$ cat src/rtl/rsa_word_sequencer.sv
`default_nettype none
// ============================================================================
// Module      : rsa_word_sequencer
// Description : Word-level sequencer for the UART RSA datapath. Collects
//               N-bit words into the message, exponent and modulus operands
//               (least-significant word first), pulses start to the
//               exponentiation core, captures the result on core_done and
//               streams it back out as N-bit words with a valid/ready
//               handshake toward the serializer.
// Ports       : clk, rst            - clock, synchronous active-high reset
//               rx_valid, rx_bytes  - incoming words from serial_to_parallel
//               msg, exp, mod       - operand registers to the core
//               start               - one-cycle launch pulse to the core
//               core_done/result    - completion strobe and result from core
//               tx_valid/bytes/ready- outgoing words to parallel_to_serial
//               busy                - low only when idle (LOAD_MSG, count 0)
//               drop_err            - sticky flag: a word arrived unaccepted
// Revision    : 1.0 - initial release
// ============================================================================
module rsa_word_sequencer #(
    parameter int N      = 32,
    parameter int bitLen = 64,
    parameter int WORDS  = bitLen / N,
    parameter int WCNT_W = 2
) (
    input  logic              clk,
    input  logic              rst,
    input  logic              rx_valid,
    input  logic [N-1:0]      rx_bytes,
    output logic [bitLen-1:0] msg,
    output logic [bitLen-1:0] exp,
    output logic [bitLen-1:0] mod,
    output logic              start,
    input  logic              core_done,
    input  logic [bitLen-1:0] core_result,
    output logic              tx_valid,
    output logic [N-1:0]      tx_bytes,
    input  logic              tx_ready,
    output logic              busy,
    output logic              drop_err
);

    localparam logic [WCNT_W-1:0] c_last = WCNT_W'(WORDS - 1);

    typedef enum logic [2:0] {
        ST_LOAD_MSG = 3'd0,
        ST_LOAD_EXP = 3'd1,
        ST_LOAD_MOD = 3'd2,
        ST_FIRE     = 3'd3,
        ST_WAIT     = 3'd4,
        ST_SEND     = 3'd5
    } state_t;

    state_t              r_state;
    state_t              w_next_state;
    logic [WCNT_W-1:0]   r_wcnt;
    logic [bitLen-1:0]   r_msg;
    logic [bitLen-1:0]   r_exp;
    logic [bitLen-1:0]   r_mod;
    logic [bitLen-1:0]   r_result;
    logic                r_tx_valid;
    logic [N-1:0]        r_tx_bytes;
    logic                r_drop_err;

    logic [WCNT_W-1:0]   w_cnt_inc;
    logic [WCNT_W-1:0]   w_load_cnt;
    logic                w_cnt_last;
    logic                w_tx_xfer;
    logic [N-1:0]        w_next_word;

    assign w_cnt_inc  = r_wcnt + WCNT_W'(1);
    assign w_cnt_last = (r_wcnt == c_last);
    assign w_load_cnt = w_cnt_last ? '0 : w_cnt_inc;
    assign w_tx_xfer  = r_tx_valid && tx_ready;

    // Result word that follows the one currently presented on tx_bytes.
    always_comb begin
        w_next_word = '0;
        for (int w = 0; w < WORDS; w++) begin
            if (w_cnt_inc == WCNT_W'(w)) begin
                w_next_word = r_result[w*N +: N];
            end
        end
    end

    // ------------------------------------------------------------------
    // State register
    // ------------------------------------------------------------------
    always_ff @(posedge clk) begin
        if (rst) begin
            r_state <= ST_LOAD_MSG;
        end else begin
            r_state <= w_next_state;
        end
    end

    // ------------------------------------------------------------------
    // Next-state logic
    // ------------------------------------------------------------------
    always_comb begin
        w_next_state = r_state;
        case (r_state)
            ST_LOAD_MSG: if (rx_valid && w_cnt_last) w_next_state = ST_LOAD_EXP;
            ST_LOAD_EXP: if (rx_valid && w_cnt_last) w_next_state = ST_LOAD_MOD;
            ST_LOAD_MOD: if (rx_valid && w_cnt_last) w_next_state = ST_FIRE;
            ST_FIRE:     w_next_state = ST_WAIT;
            ST_WAIT:     if (core_done) w_next_state = ST_SEND;
            ST_SEND:     if (w_tx_xfer && w_cnt_last) w_next_state = ST_LOAD_MSG;
            default:     w_next_state = ST_LOAD_MSG;
        endcase
    end

    // ------------------------------------------------------------------
    // Datapath: operand capture, result capture and word streaming
    // ------------------------------------------------------------------
    always_ff @(posedge clk) begin
        if (rst) begin
            r_wcnt     <= '0;
            r_msg      <= '0;
            r_exp      <= '0;
            r_mod      <= '0;
            r_result   <= '0;
            r_tx_valid <= 1'b0;
            r_tx_bytes <= '0;
            r_drop_err <= 1'b0;
        end else begin
            case (r_state)
                ST_LOAD_MSG: begin
                    if (rx_valid) begin
                        for (int w = 0; w < WORDS; w++) begin
                            if (r_wcnt == WCNT_W'(w)) r_msg[w*N +: N] <= rx_bytes;
                        end
                        r_wcnt <= w_load_cnt;
                    end
                end
                ST_LOAD_EXP: begin
                    if (rx_valid) begin
                        for (int w = 0; w < WORDS; w++) begin
                            if (r_wcnt == WCNT_W'(w)) r_exp[w*N +: N] <= rx_bytes;
                        end
                        r_wcnt <= w_load_cnt;
                    end
                end
                ST_LOAD_MOD: begin
                    if (rx_valid) begin
                        for (int w = 0; w < WORDS; w++) begin
                            if (r_wcnt == WCNT_W'(w)) r_mod[w*N +: N] <= rx_bytes;
                        end
                        r_wcnt <= w_load_cnt;
                    end
                end
                ST_FIRE: begin
                    if (rx_valid) r_drop_err <= 1'b1;
                end
                ST_WAIT: begin
                    if (rx_valid) r_drop_err <= 1'b1;
                    if (core_done) begin
                        r_result   <= core_result;
                        r_tx_valid <= 1'b1;
                        r_tx_bytes <= core_result[N-1:0];
                        r_wcnt     <= '0;
                    end
                end
                ST_SEND: begin
                    if (rx_valid) r_drop_err <= 1'b1;
                    if (w_tx_xfer) begin
                        if (w_cnt_last) begin
                            r_tx_valid <= 1'b0;
                            r_tx_bytes <= '0;
                            r_wcnt     <= '0;
                        end else begin
                            r_tx_bytes <= w_next_word;
                            r_wcnt     <= w_cnt_inc;
                        end
                    end
                end
                default: ;
            endcase
        end
    end

    // FIRE lasts exactly one cycle, so decoding it gives a clean single pulse.
    assign start    = (r_state == ST_FIRE);
    assign busy     = !((r_state == ST_LOAD_MSG) && (r_wcnt == '0));
    assign msg      = r_msg;
    assign exp      = r_exp;
    assign mod      = r_mod;
    assign tx_valid = r_tx_valid;
    assign tx_bytes = r_tx_bytes;
    assign drop_err = r_drop_err;

endmodule
`default_nettype wire

$ cat config.mk
export PLATFORM = sky130hd
export DESIGN_NAME = rsa_word_sequencer
export DESIGN_NICKNAME = d
export VERILOG_FILES = /design/src/rtl/rsa_word_sequencer.sv
export SDC_FILE = /design/constraint.sdc
export NUM_CORES = 1
export LEC_CHECK = 0
export BUFFER_PORTS_ARGS = -buffer_cell sky130_fd_sc_hd__buf_2
export CORE_ASPECT_RATIO = 0.8
export CORE_MARGIN = 8
export CORE_UTILIZATION = 55
export DETAILED_ROUTE_END_ITERATION = 16
export GPL_TIMING_DRIVEN = 0
export PLACE_DENSITY = 0.85
export SYNTH_ARGS = -nofsm -noshare
export SYNTH_HDL_FRONTEND = slang
export SYNTH_SLANG_ARGS = --single-unit
$ cat constraint.sdc
create_clock -name clk -period 3.5 [get_ports clk]
set_clock_uncertainty 0.05 [all_clocks]
set_input_delay 0.175 -clock clk [delete_from_list [all_inputs] [get_ports clk]]
set_output_delay 0.175 -clock clk [all_outputs]
set_load 0.02 [all_outputs]
After elaboration in Yosys (flattened, before gate mapping)
Cells that the tools add are included.
{ "word_totals": {"reg_bits": 295, "inputBits": 101, "word_cells": 73} }
{ "classes": {"add_sub_neg": 1, "eq_ne": 15, "mux": 21, "reduce_logical": 24} }
{ "ops": {"columns": ["op", "count"], "rows": [
  ["$mux 32", 5],
  ["$pmux 32 s2", 1],
  ["$reduce_and 3->1", 7],
  ["$pmux 3 s6", 1],
  ["$mux 3", 5],
  ["$ne 2x2->1 const B", 7],
  ["$mux 2", 4],
  ["$reduce_and 4->1", 2],
  ["$eq 3x2->1 const B", 2],
  ["$eq 3x3->1 const B", 2],
  ["$pmux 2 s3", 1],
  ["$reduce_or 3->1", 2],
  ["$reduce_and 5->1", 1],
  ["$eq 2x1->1 const B", 2],
  ["$logic_and 1x1->1", 4],
  ["$logic_not 2->1", 2],
  ["$reduce_and 2->1", 2],
  ["$eq 3x1->1 const B", 1],
  ["$logic_not 3->1", 1],
  ["$mux 1", 3],
  ["$reduce_bool 3->1", 1],
  ["$add 2x1->2 const B", 1],
  ["$ne 2x1->1 const B", 1],
  ["$pmux 1 s2", 1],
  ["2 further kinds", 2]
]} }

Logic depth before layout (Yosys ltp)
Gate-level depths: netlist of the first run.
{ "logic_depth": {"ltp_word": 7, "mapped_depth": 7} }

Worst setup path after synthesis of the first run
OpenSTA, ideal clock, no wires.
{ "synth_path": {"path_kind": "reg-to-reg", "from": "register r_tx_valid (netlist: tx_valid)", "to": "register r_wcnt[0]", "setup_ps": 135, "arrival_time_ps": 1300, "required_time_ps": 3315, "slack_ps": 2015, "path_stages_with_launch": 6, "path_buffers": 1, "synth_period_minus_slack_ps": 1485, "path_cell_list": "dfxtp_1 nand3_2 and3_1 buf_2 o311ai_0 o41ai_1"} }
{ "synth_between": {"elab_chain_cells": 3} }
{ "synth_lines": {"columns": ["element", "line_no", "text"], "rows": [
  ["from (decl)", "61", "logic r_tx_valid;"],
  ["from (signal assigned)", "123", "r_tx_valid <= 1'b0;"],
  ["from (signal assigned)", "159", "r_tx_valid <= 1'b1;"],
  ["from (signal assigned)", "168", "r_tx_valid <= 1'b0;"],
  ["$logic_and 1x1->1", "74", "assign w_tx_xfer = r_tx_valid && tx_ready;"],
  ["$ne 2x2->1 (no line)", null, null],
  ["$reduce_and 4->1 (no line)", null, null],
  ["to (signal assigned)", "133", "r_wcnt <= w_load_cnt;"],
  ["to (signal assigned)", "141", "r_wcnt <= w_load_cnt;"],
  ["to (signal assigned)", "149", "r_wcnt <= w_load_cnt;"],
  ["to (decl)", "56", "logic [WCNT_W-1:0] r_wcnt;"]
]} }
Every way passes these cells.
A chain may end at the register's enable or synchronous reset.

Worst setup path after layout of the first run
{ "layout_path": {"from": "register r_state[0]", "to": "output busy"} }
{ "layout_between": {"elab_chain_cells": 3} }
{ "layout_lines": {"columns": ["element", "line_no", "text"], "rows": [
  ["from (decl)", "54", "state_t r_state;"],
  ["from (signal assigned)", "93", "r_state <= w_next_state;"],
  ["$logic_not 3->1", "184", "assign busy = !((r_state == ST_LOAD_MSG) && (r_wcnt == '0));"],
  ["$logic_and 1x1->1", "184", null],
  ["$logic_not 1->1", "184", null],
  ["to (decl)", "39", "output logic busy,"]
]} }
Every way passes these cells.

==> impl_metrics.env, run 1 <==
export IMPL_status="complete, no violations"
export IMPL_fmax_ghz=0.4950
export IMPL_firstDrtPassIters=7
export IMPL_critPathLaunchType="register"
export IMPL_clock_latency_ns=0.53
export IMPL_clk_transition_reported_paths_ns=0.06
export IMPL_cts_sinks=295
export IMPL_wl_per_cell_um=19.39
export IMPL_worstPathArrival_ns=1.80
export IMPL_grt_pass1_vias=11890
export IMPL_seqPwrFrac=0.460
export IMPL_syn_nets=1466
export IMPL_yosys_warnings=0
export IMPL_async_flop_share=0
export IMPL_area_growth_pct=35.78
export IMPL_grt_first_pass_wirelength_mm=63.49
export IMPL_p_comb_frac=0.137
export IMPL_die_w_um=173.4
export IMPL_fin_area_mm2=0.01480
export IMPL_period_share=0.5772
export IMPL_ys_types=40
export IMPL_wirelength_mm=40.86
export IMPL_dp_cells=1956
export IMPL_slew_viol_final=0
export IMPL_p_total_uw=7789
export IMPL_track_usage=0.3153
export IMPL_min_path_type="in -> reg"
export IMPL_synth_top_area_frac=0.5420
export IMPL_final_cell_mix="549 x nand2_1, 360 x buf_2, 295 x dfxtp_1"
export IMPL_place_area_mm2=0.01286
export IMPL_power_density_mw_per_mm2=526.4
export IMPL_core_area_mm2=0.01963
export IMPL_rsz0062_at_grt="false"
export IMPL_tritoncts="built"
export IMPL_end_kind="output pin"
export IMPL_cts_max_level=1
export IMPL_intPower_uw=5690
export IMPL_tns_ns=0
export IMPL_slew_headroom=0.5114
export IMPL_drc=0
export IMPL_place_gp_congestion=0.8855
export IMPL_finalNonFillerCells=2107
export IMPL_cts_resized=0
export IMPL_mostFrequentLayoutCell="nand2_1"
export IMPL_p_leak_uw=0.006212
export IMPL_syn_inst=1365
export IMPL_drive_above_1_share=0.2342
export IMPL_pin_count=329
export IMPL_drtIter0Drc=1258
export IMPL_setup_viol=0
export IMPL_clkPwrFrac=0.403
export IMPL_syn_cell_area_mm2=0.01090
export IMPL_fill_cells=1376
export IMPL_synth_area_leaders="dfxtp_1 54%, nand2_1 19%, a21oi_1 12%"
export IMPL_vdd_drop_max_mv=0.3953
export IMPL_grt_ovfl_total=0
export IMPL_nNetsFinal=1920
export IMPL_fp_row_count=46
export IMPL_antenna_found_initial=2
export IMPL_dieArea_mm2=0.02460
export IMPL_place_hpwl_mm=27.85
export IMPL_vias_per_cell=5.730
export IMPL_drtAntennaViolNets=0
export IMPL_cts_buffers=28
export IMPL_worst_slack_ns=1.480
export IMPL_cp_data_required_time_ns=3.27
export IMPL_critPathKind="reg -> out"
export IMPL_start_util=0.5552
export IMPL_switching_share=0.2695
export IMPL_port_buffers=327
export IMPL_synth_flop_cell="dfxtp_1"
export IMPL_finalHoldViolCount=0
export IMPL_cts_buffer_depth=3
export IMPL_ys_seq_area_frac=0.5420
export IMPL_power_switching_uw=2099
export IMPL_postCtsSetupBuffers=0
export IMPL_ctsHoldBuffers=97
export IMPL_die_height_um=141.9
export IMPL_via_count=12070
export IMPL_post_route_min_period_ns=2.020
export IMPL_cts_root_buffer="clkbuf_16"
export IMPL_synth_enable_flop_cells=0
export IMPL_place_ws_ns=1.524
export IMPL_worst_pin_slew_ns=0.7330
export IMPL_grt_max_degree=16
export IMPL_yosysTopAreaCell="dfxtp_1"
export IMPL_syn_area_per_cell_um2=7.983
export IMPL_crit_fanout=7
export IMPL_cap_violations=0
export IMPL_yosys_register_bits=295
## stage by stage
step / utilization / hold slack [ns]
3_3_place_gp: 0.6554 / 0.3704
5_1_grt: 0.7537 / 0.02216
2_1_floorplan: - / 0.2610
3_5_place_dp: 0.6554 / 0.3712
4_1_cts: 0.7535 / 0.007047
6_report: 0.7539 / 0.02659
## per-layer routing
metal	global-route usage	vias up	part of all wire
li1	-	5456	-
met1	0.3872	5592	0.38
met2	0.5009	833	0.44
met3	0.07809	193	0.11
met4	0.1825	0	0.065
met5	0	-	0
## cell families (layout without fill, tap and decap cells)
family | Yosys count | count (layout) | share of synthesized area
DFF | 295 | 295 | 0.5420
AOI/OAI and AO/OA | 335 | 335 | 0.1837
and+or+nand+nor | 620 | 620 | 0.2229
buffers and inverters | 114 | 589 | 0.05064
xor gates and xnor gates | 1 | 1 | 0.0008039
other | 0 | 3 | 0
## power by group through the flow
stage	sequential, µW	combinational (µW)	clock, µW
CTS	3580	1040	3150
detailed placement	3650	948	0
finish	3580	1060	3140
global route	3590	1150	3290
floorplan	3760	442	0
global placement	3650	933	0
## final cells by class
class                      instances  area, µm²  area share
tap                              264      330.3     0.02233
antenna                            3      7.507   0.0005074
inverter                           2      7.507   0.0005074
timing repair buffer             424       2608      0.1762
buffer                           112      544.3     0.03679
sequential                       295       5906      0.3992
multi-input combinational        956       4439      0.3000
clock inverter                    13      153.9     0.01040
clock buffer                      38      799.5     0.05404
## synth_stat cells (5+ instances only)
master    instances
a21oi_1         258
a221oi_1         33
and3_1            5
buf_2            33
buf_6             9
clkbuf_1         62
dfxtp_1         295
nand2_1         549
nand3_1           5
nor2_1           38
o32ai_1          27
o32ai_2           5
## flip-flops by register name, summed over array words and instances (netlist names)
| name | count |
|---|---|
| tx_valid | 1 |
| r_wcnt | 2 |
| drop_err | 1 |
| r_state | 3 |
| msg | 64 |
| r_result | 64 |
| mod | 64 |
| exp | 64 |
| tx_bytes | 32 |
## worst max-delay path, cell delays in order (launching register included)
cell     delay, ns
dfxtp_1       0.40
nor4_2        0.43
or2b_1        0.26
buf_2         0.17
## worst paths after layout
path,from,endpoint,slack (ns),cells past startpoint
hold / removal,tx_ready,tx_bytes[0],0.03,4
setup / recovery,r_state[0],busy,1.48,3
setup reg to reg,r_wcnt[0],tx_bytes[23],1.53,5
hold reg to reg,exp[16],exp[16],0.40,2
Note: power is estimated with default switching activity, not from simulation.
==> run 2, diff against run 1 <==
CORE_UTILIZATION = 46   (was 55)
PLACE_DENSITY = 0.75   (was 0.85)
clock period = 1.85 ns   (was 3.5 ns; I/O delays follow)
==> run 2 against run 1 <==
Effect of this change:
- largest cell class unchanged
- critical path depth unchanged
- critical path type unchanged
- non-clock buffer count up 5
- critical endpoint unchanged
- utilization down 11 points
- sequential share of layout area down 0.39 points
- register-to-register slack worse by 1.5 ns
- first-iteration DRC count down 41%
- hold slack better by 0.25 ns
==> impl_metrics.env, run 2 (synthesized netlist as in run 1, its figures left out) <==
export IMPL_grt_max_degree=15
export IMPL_vdd_drop_max_mv=0.7168
export IMPL_fp_row_count=50
export IMPL_slew_headroom=0.5253
export IMPL_area_growth_pct=37.33
export IMPL_place_gp_congestion=0.8723
export IMPL_status="complete, no violations"
export IMPL_slew_viol_final=0
export IMPL_nNetsFinal=1926
export IMPL_post_route_min_period_ns=1.841
export IMPL_hold_ws_ns=0.2717
export IMPL_wirelength_mm=40.26
export IMPL_dp_cells=2004
export IMPL_intPower_uw=10760
export IMPL_finalHoldViolCount=0
export IMPL_clk_transition_reported_paths_ns=0.07
export IMPL_switching_share=0.2680
export IMPL_min_path_type="in -> reg"
export IMPL_cts_buffer_depth=3
export IMPL_fin_area_mm2=0.01496
export IMPL_clkPwrFrac=0.398
export IMPL_period_share=0.9952
export IMPL_antenna_found_initial=0
export IMPL_end_kind="output pin"
export IMPL_p_comb_frac=0.140
export IMPL_diodes=0
export IMPL_firstDrtPassIters=5
export IMPL_grt_first_pass_wirelength_mm=62.52
export IMPL_final_cell_mix="549 x nand2_1, 359 x buf_2, 290 x dfxtp_1"
export IMPL_seqPwrFrac=0.461
export IMPL_pin_count=329
export IMPL_fmax_ghz=0.5431
export IMPL_crit_fanout=7
export IMPL_cp_data_required_time_ns=1.71
export IMPL_place_hpwl_mm=28.70
export IMPL_cts_root_buffer="clkbuf_16"
export IMPL_grt_pass1_vias=11480
export IMPL_clock_latency_ns=0.54
export IMPL_drive_above_1_share=0.2523
export IMPL_via_count=11560
export IMPL_power_density_mw_per_mm2=982.2
export IMPL_place_ws_ns=-0.1864
export IMPL_cts_max_level=1
export IMPL_grt_ovfl_total=0
export IMPL_vias_per_cell=5.354
export IMPL_worst_pin_slew_ns=0.7120
export IMPL_drc=0
export IMPL_fill_cells=1976
export IMPL_tritoncts="built"
export IMPL_cts_sinks=295
export IMPL_start_util=0.4670
export IMPL_critPathLaunchType="register"
export IMPL_drtAntennaViolNets=0
export IMPL_rsz0062_at_grt="true"
export IMPL_die_w_um=188.1
export IMPL_place_area_mm2=0.01292
export IMPL_critPathKind="reg -> out"
export IMPL_reg2reg_depth=5
export IMPL_cap_violations=0
export IMPL_mostFrequentLayoutCell="nand2_1"
export IMPL_worstPathArrival_ns=1.70
export IMPL_core_area_mm2=0.02333
export IMPL_track_usage=0.2641
export IMPL_finalNonFillerCells=2159
export IMPL_drtIter0Drc=748
export IMPL_cts_buffers=29
export IMPL_p_total_uw=14700
export IMPL_wl_per_cell_um=18.65
export IMPL_setup_viol=0
export IMPL_worst_slack_ns=0.008819
export IMPL_p_leak_uw=0.006301
export IMPL_holdPathStages=4
export IMPL_dieArea_mm2=0.02890
export IMPL_port_buffers=327
export IMPL_die_height_um=153.7
export IMPL_power_switching_uw=3939
## run 2: cell count changes in the layout (fill, tap and decap cells not counted), sizes merged
cell	previous run	this run
diode	3	0
bufinv	3	2
inv	3	2
clkinv	8	6
clkinvlp	1	2
dlygate4sd3	97	100
clkbuf	100	107
## run 2: path summary, 6_finish.rpt
kind / startpoint / to / slack (ns)
hold reg to reg: mod[61] / mod[61] / 0.40
hold / removal: rst / tx_bytes[1] / 0.27
setup / recovery: r_state[0] / busy / 0.009
setup reg to reg: r_state[0] / mod[2] / 0.04
## run 2: layer usage
metal,track usage,vias to the layer above,part of all wire
li1,-,5470,-
met1,0.3363,5364,0.42
met2,0.4201,618,0.45
met3,0.07120,108,0.094
met4,0.1056,0,0.041
met5,0,-,0
## run 2: power groups by stage
stage	sequential, µW	combinational, µW	clock [µW]
after CTS	6770	2000	5920
after global routing	6800	2220	6200
final	6780	2060	5850
after floorplan	7120	836	0
after detailed placement	6910	1810	0
after global placement	6900	1790	0
## run 2: timing repair
| item | CTS | global route |
|---|---|---|
| resized for setup | 14 | 46 |
| setup endpoints to repair | 97 | 245 |
| pin swaps | 1 | 2 |
| hold buffers | 100 | 0 |
| cloned | 0 | 0 |
| buffers inserted | 0 | 2 |
| endpoints found under the hold margin | 291 | 0 |
## run 2: worst max-delay path: stages, from the launching register on
cell and delay, ns:
dfxtp_4 0.38, nor4_4 0.35, or2b_1 0.28, buf_6 0.14
## run 2: cell type report
cell class,instances,area (µm²),share of cell area
buffer,112,585.6,0.03913
clock buffer,43,838.3,0.05602
clock inverter,10,105.1,0.007023
inverter,2,7.507,0.0005017
multi-input combinational,956,4464,0.2983
sequential,295,5914,0.3952
tap,312,390.4,0.02609
timing repair buffer,429,2659,0.1777
## run 2: stage by stage
step           utilization  TNS [ns]
2_1_floorplan            -         0
3_5_place_dp        0.5538    -6.389
5_1_grt             0.6413  -0.08651
3_3_place_gp        0.5538    -1.787
4_1_cts             0.6382  -0.01614
6_report            0.6413         0
==> run 3, diff against run 2 <==
BUFFER_PORTS_ARGS = -buffer_cell sky130_fd_sc_hd__clkbuf_2   (was -buffer_cell sky130_fd_sc_hd__buf_2)
==> run 3 against run 2 <==
Effect of this change:
- via count up 0.87%
- design area is 0.13% higher
- combinational power about the same
- routed wire length hardly changed
- largest power group unchanged
- count of clock-buffer cells in the layout unchanged
- critical endpoint unchanged
- total power rose by 0.53%
- register-to-register slack gained 0.03 ns
- worst setup slack gained 0.0066 ns
- sequential power barely moved
==> impl_metrics.env, run 3 (synthesized netlist as in run 1, its figures left out) <==
export IMPL_pin_count=329
export IMPL_fin_area_mm2=0.01498
export IMPL_wirelength_mm=40.25
export IMPL_regArea_mm2=0.005914
export IMPL_nNetsFinal=1926
export IMPL_core_area_mm2=0.02333
export IMPL_fill_cells=1964
export IMPL_power_switching_uw=3952
export IMPL_fmax_ghz=0.5451
export IMPL_critical_path_buf_inv_count=1
export IMPL_cts_sinks=295
export IMPL_cts_root_buffer="clkbuf_16"
export IMPL_worstPathArrival_ns=1.69
export IMPL_start_util=0.4670
export IMPL_antenna_found_initial=2
export IMPL_fin_util=0.6421
export IMPL_drtAntennaViolNets=0
export IMPL_die_w_um=188.1
export IMPL_critPathTopFamily="simple AND/OR/NAND/NOR gates"
export IMPL_die_height_um=153.7
export IMPL_final_cell_mix="549 x nand2_1, 346 x clkbuf_2, 290 x dfxtp_1"
export IMPL_mostFrequentLayoutCell="nand2_1"
export IMPL_min_path_type="in -> reg"
export IMPL_grt_ovfl_total=0
export IMPL_place_hpwl_mm=28.76
export IMPL_crit_fanout=5
export IMPL_worst_slack_ns=0.01542
export IMPL_critPathLaunchType="register"
export IMPL_tritoncts="built"
export IMPL_switching_share=0.2675
export IMPL_firstDrtPassIters=6
export IMPL_crit_reg2reg_launch="r_state[0]"
export IMPL_intPower_uw=10820
export IMPL_grt_first_pass_wirelength_mm=62.20
export IMPL_wl_per_cell_um=18.64
export IMPL_cp_data_required_time_ns=1.71
export IMPL_rsz0062_at_grt="true"
export IMPL_place_ws_ns=-0.1384
export IMPL_drtIter0Drc=900
export IMPL_place_area_mm2=0.01292
export IMPL_track_usage=0.2627
export IMPL_cts_buffers=29
export IMPL_rr_endpoint="exp[61]"
export IMPL_slew_headroom=0.5019
export IMPL_area_growth_pct=37.51
export IMPL_critPathKind="reg -> out"
export IMPL_grt_max_degree=15
export IMPL_cap_violations=0
export IMPL_vdd_drop_max_mv=0.6474
export IMPL_clock_latency_ns=0.54
export IMPL_drc=0
export IMPL_cts_buffer_depth=3
export IMPL_seqPwrFrac=0.459
export IMPL_place_gp_congestion=0.8737
export IMPL_port_buffers=327
export IMPL_status="complete, no violations"
export IMPL_post_route_min_period_ns=1.835
export IMPL_fp_row_count=50
export IMPL_p_leak_uw=0.006129
export IMPL_via_count=11660
export IMPL_finalHoldViolCount=0
export IMPL_vias_per_cell=5.398
export IMPL_holdPathStages=4
export IMPL_min_to="tx_valid"
export IMPL_min_delay_start="core_done"
export IMPL_p_comb_frac=0.139
export IMPL_period_share=0.9917
export IMPL_dieArea_mm2=0.02890
export IMPL_crit_slowest_cell="dfxtp_4"
export IMPL_reg2reg_depth=6
export IMPL_end_kind="output pin"
export IMPL_max_stage_delay_ns=0.37
export IMPL_setup_viol=0
export IMPL_clkPwrFrac=0.401
export IMPL_worst_pin_slew_ns=0.7471
export IMPL_grt_pass1_vias=11290
export IMPL_finalNonFillerCells=2160
export IMPL_drive_above_1_share=0.2524
export IMPL_cts_max_level=1
export IMPL_path_cells="nor4_4 -> or2b_1 -> buf_6"
export IMPL_slew_viol_final=0
export IMPL_power_density_mw_per_mm2=986.1
export IMPL_clk_transition_reported_paths_ns=0.06
export IMPL_dp_cells=2004
export IMPL_multiInputGateArea_mm2=0.004461
export IMPL_r2r_slack_ns=0.07
[run 3: cell types whose count changed in the layout (fill, tap and decap cells not counted), moves of 2 or more]
cell | before | now
clkbuf_2 | 24 | 346
clkbuf_8 | 6 | 8
buf_4 | 7 | 10
diode_2 | 0 | 2
buf_2 | 359 | 32
[run 3: how the worst max path moves through the flow]
stage               start   endpoint  cells past startpoint
2_1_floorplan    tx_valid  r_wcnt[0]                      5
3_3_place_gp          rst     mod[6]                      4
3_5_place_dp          rst     mod[1]                      4
4_1_cts         r_wcnt[0]       busy                      3
5_1_grt        r_state[2]       busy                      3
6_report       r_state[2]       busy                      3
[run 3: tightest hold or removal path: cells and delay by family]
family | cells | cell delay, ns
compound gates | 2 | 0.25
buf+inv | 1 | 0.10
simple gates | 1 | 0.14
[run 3: timing repair]
action / 4_1_cts / 5_1_grt
buffers inserted: 0 / 3
endpoints found under the hold margin: 291 / 0
gates resized for setup: 17 / 44
pin swaps: 1 / 1
hold buffers: 99 / 0
setup endpoints to repair: 109 / 218
[run 3: per-layer routing]
metal  GRT usage  share of wire  vias to the layer above  wire, µm
met5           0              0                        -         0
met3     0.06013           0.10                      111      4009
li1            -              -                     5485         -
met2      0.4090           0.44                      634     17870
met4      0.1105          0.045                        0      1800
met1      0.3462           0.41                     5430     16580
[run 3: power by group through the flow]
stage                     registers, µW  logic (µW)  clock network (µW)
after floorplan                    7120         836                   0
after global placement             6900        1780                   0
after detailed placement           6910        1810                   0
after CTS                          6780        2000                6020
after global routing               6810        2220                6250
final                              6780        2060                5930
[run 3: layout make-up]
type,instances,share of cell area
clock buffers,43,0.05728
flip-flops and latches,295,0.3947
multi-input cells,956,0.2977
diodes,2,0.0003340
clock inverters,9,0.006764
well taps,312,0.02605
plain buffers,112,0.03941
repair buffers,429,0.1773
inverters,2,0.0005010
[run 3: through the flow]
stage          total power (µW)  TNS [ns]  hold WS (ns)
5_1_grt                   15280  -0.07949       0.06249
3_5_place_dp               8723    -4.285        0.2737
3_3_place_gp               8684    -1.544        0.2719
4_1_cts                   14790  -0.01989      0.001816
6_report                  14780         0       0.03773
2_1_floorplan              7955         0        0.1785
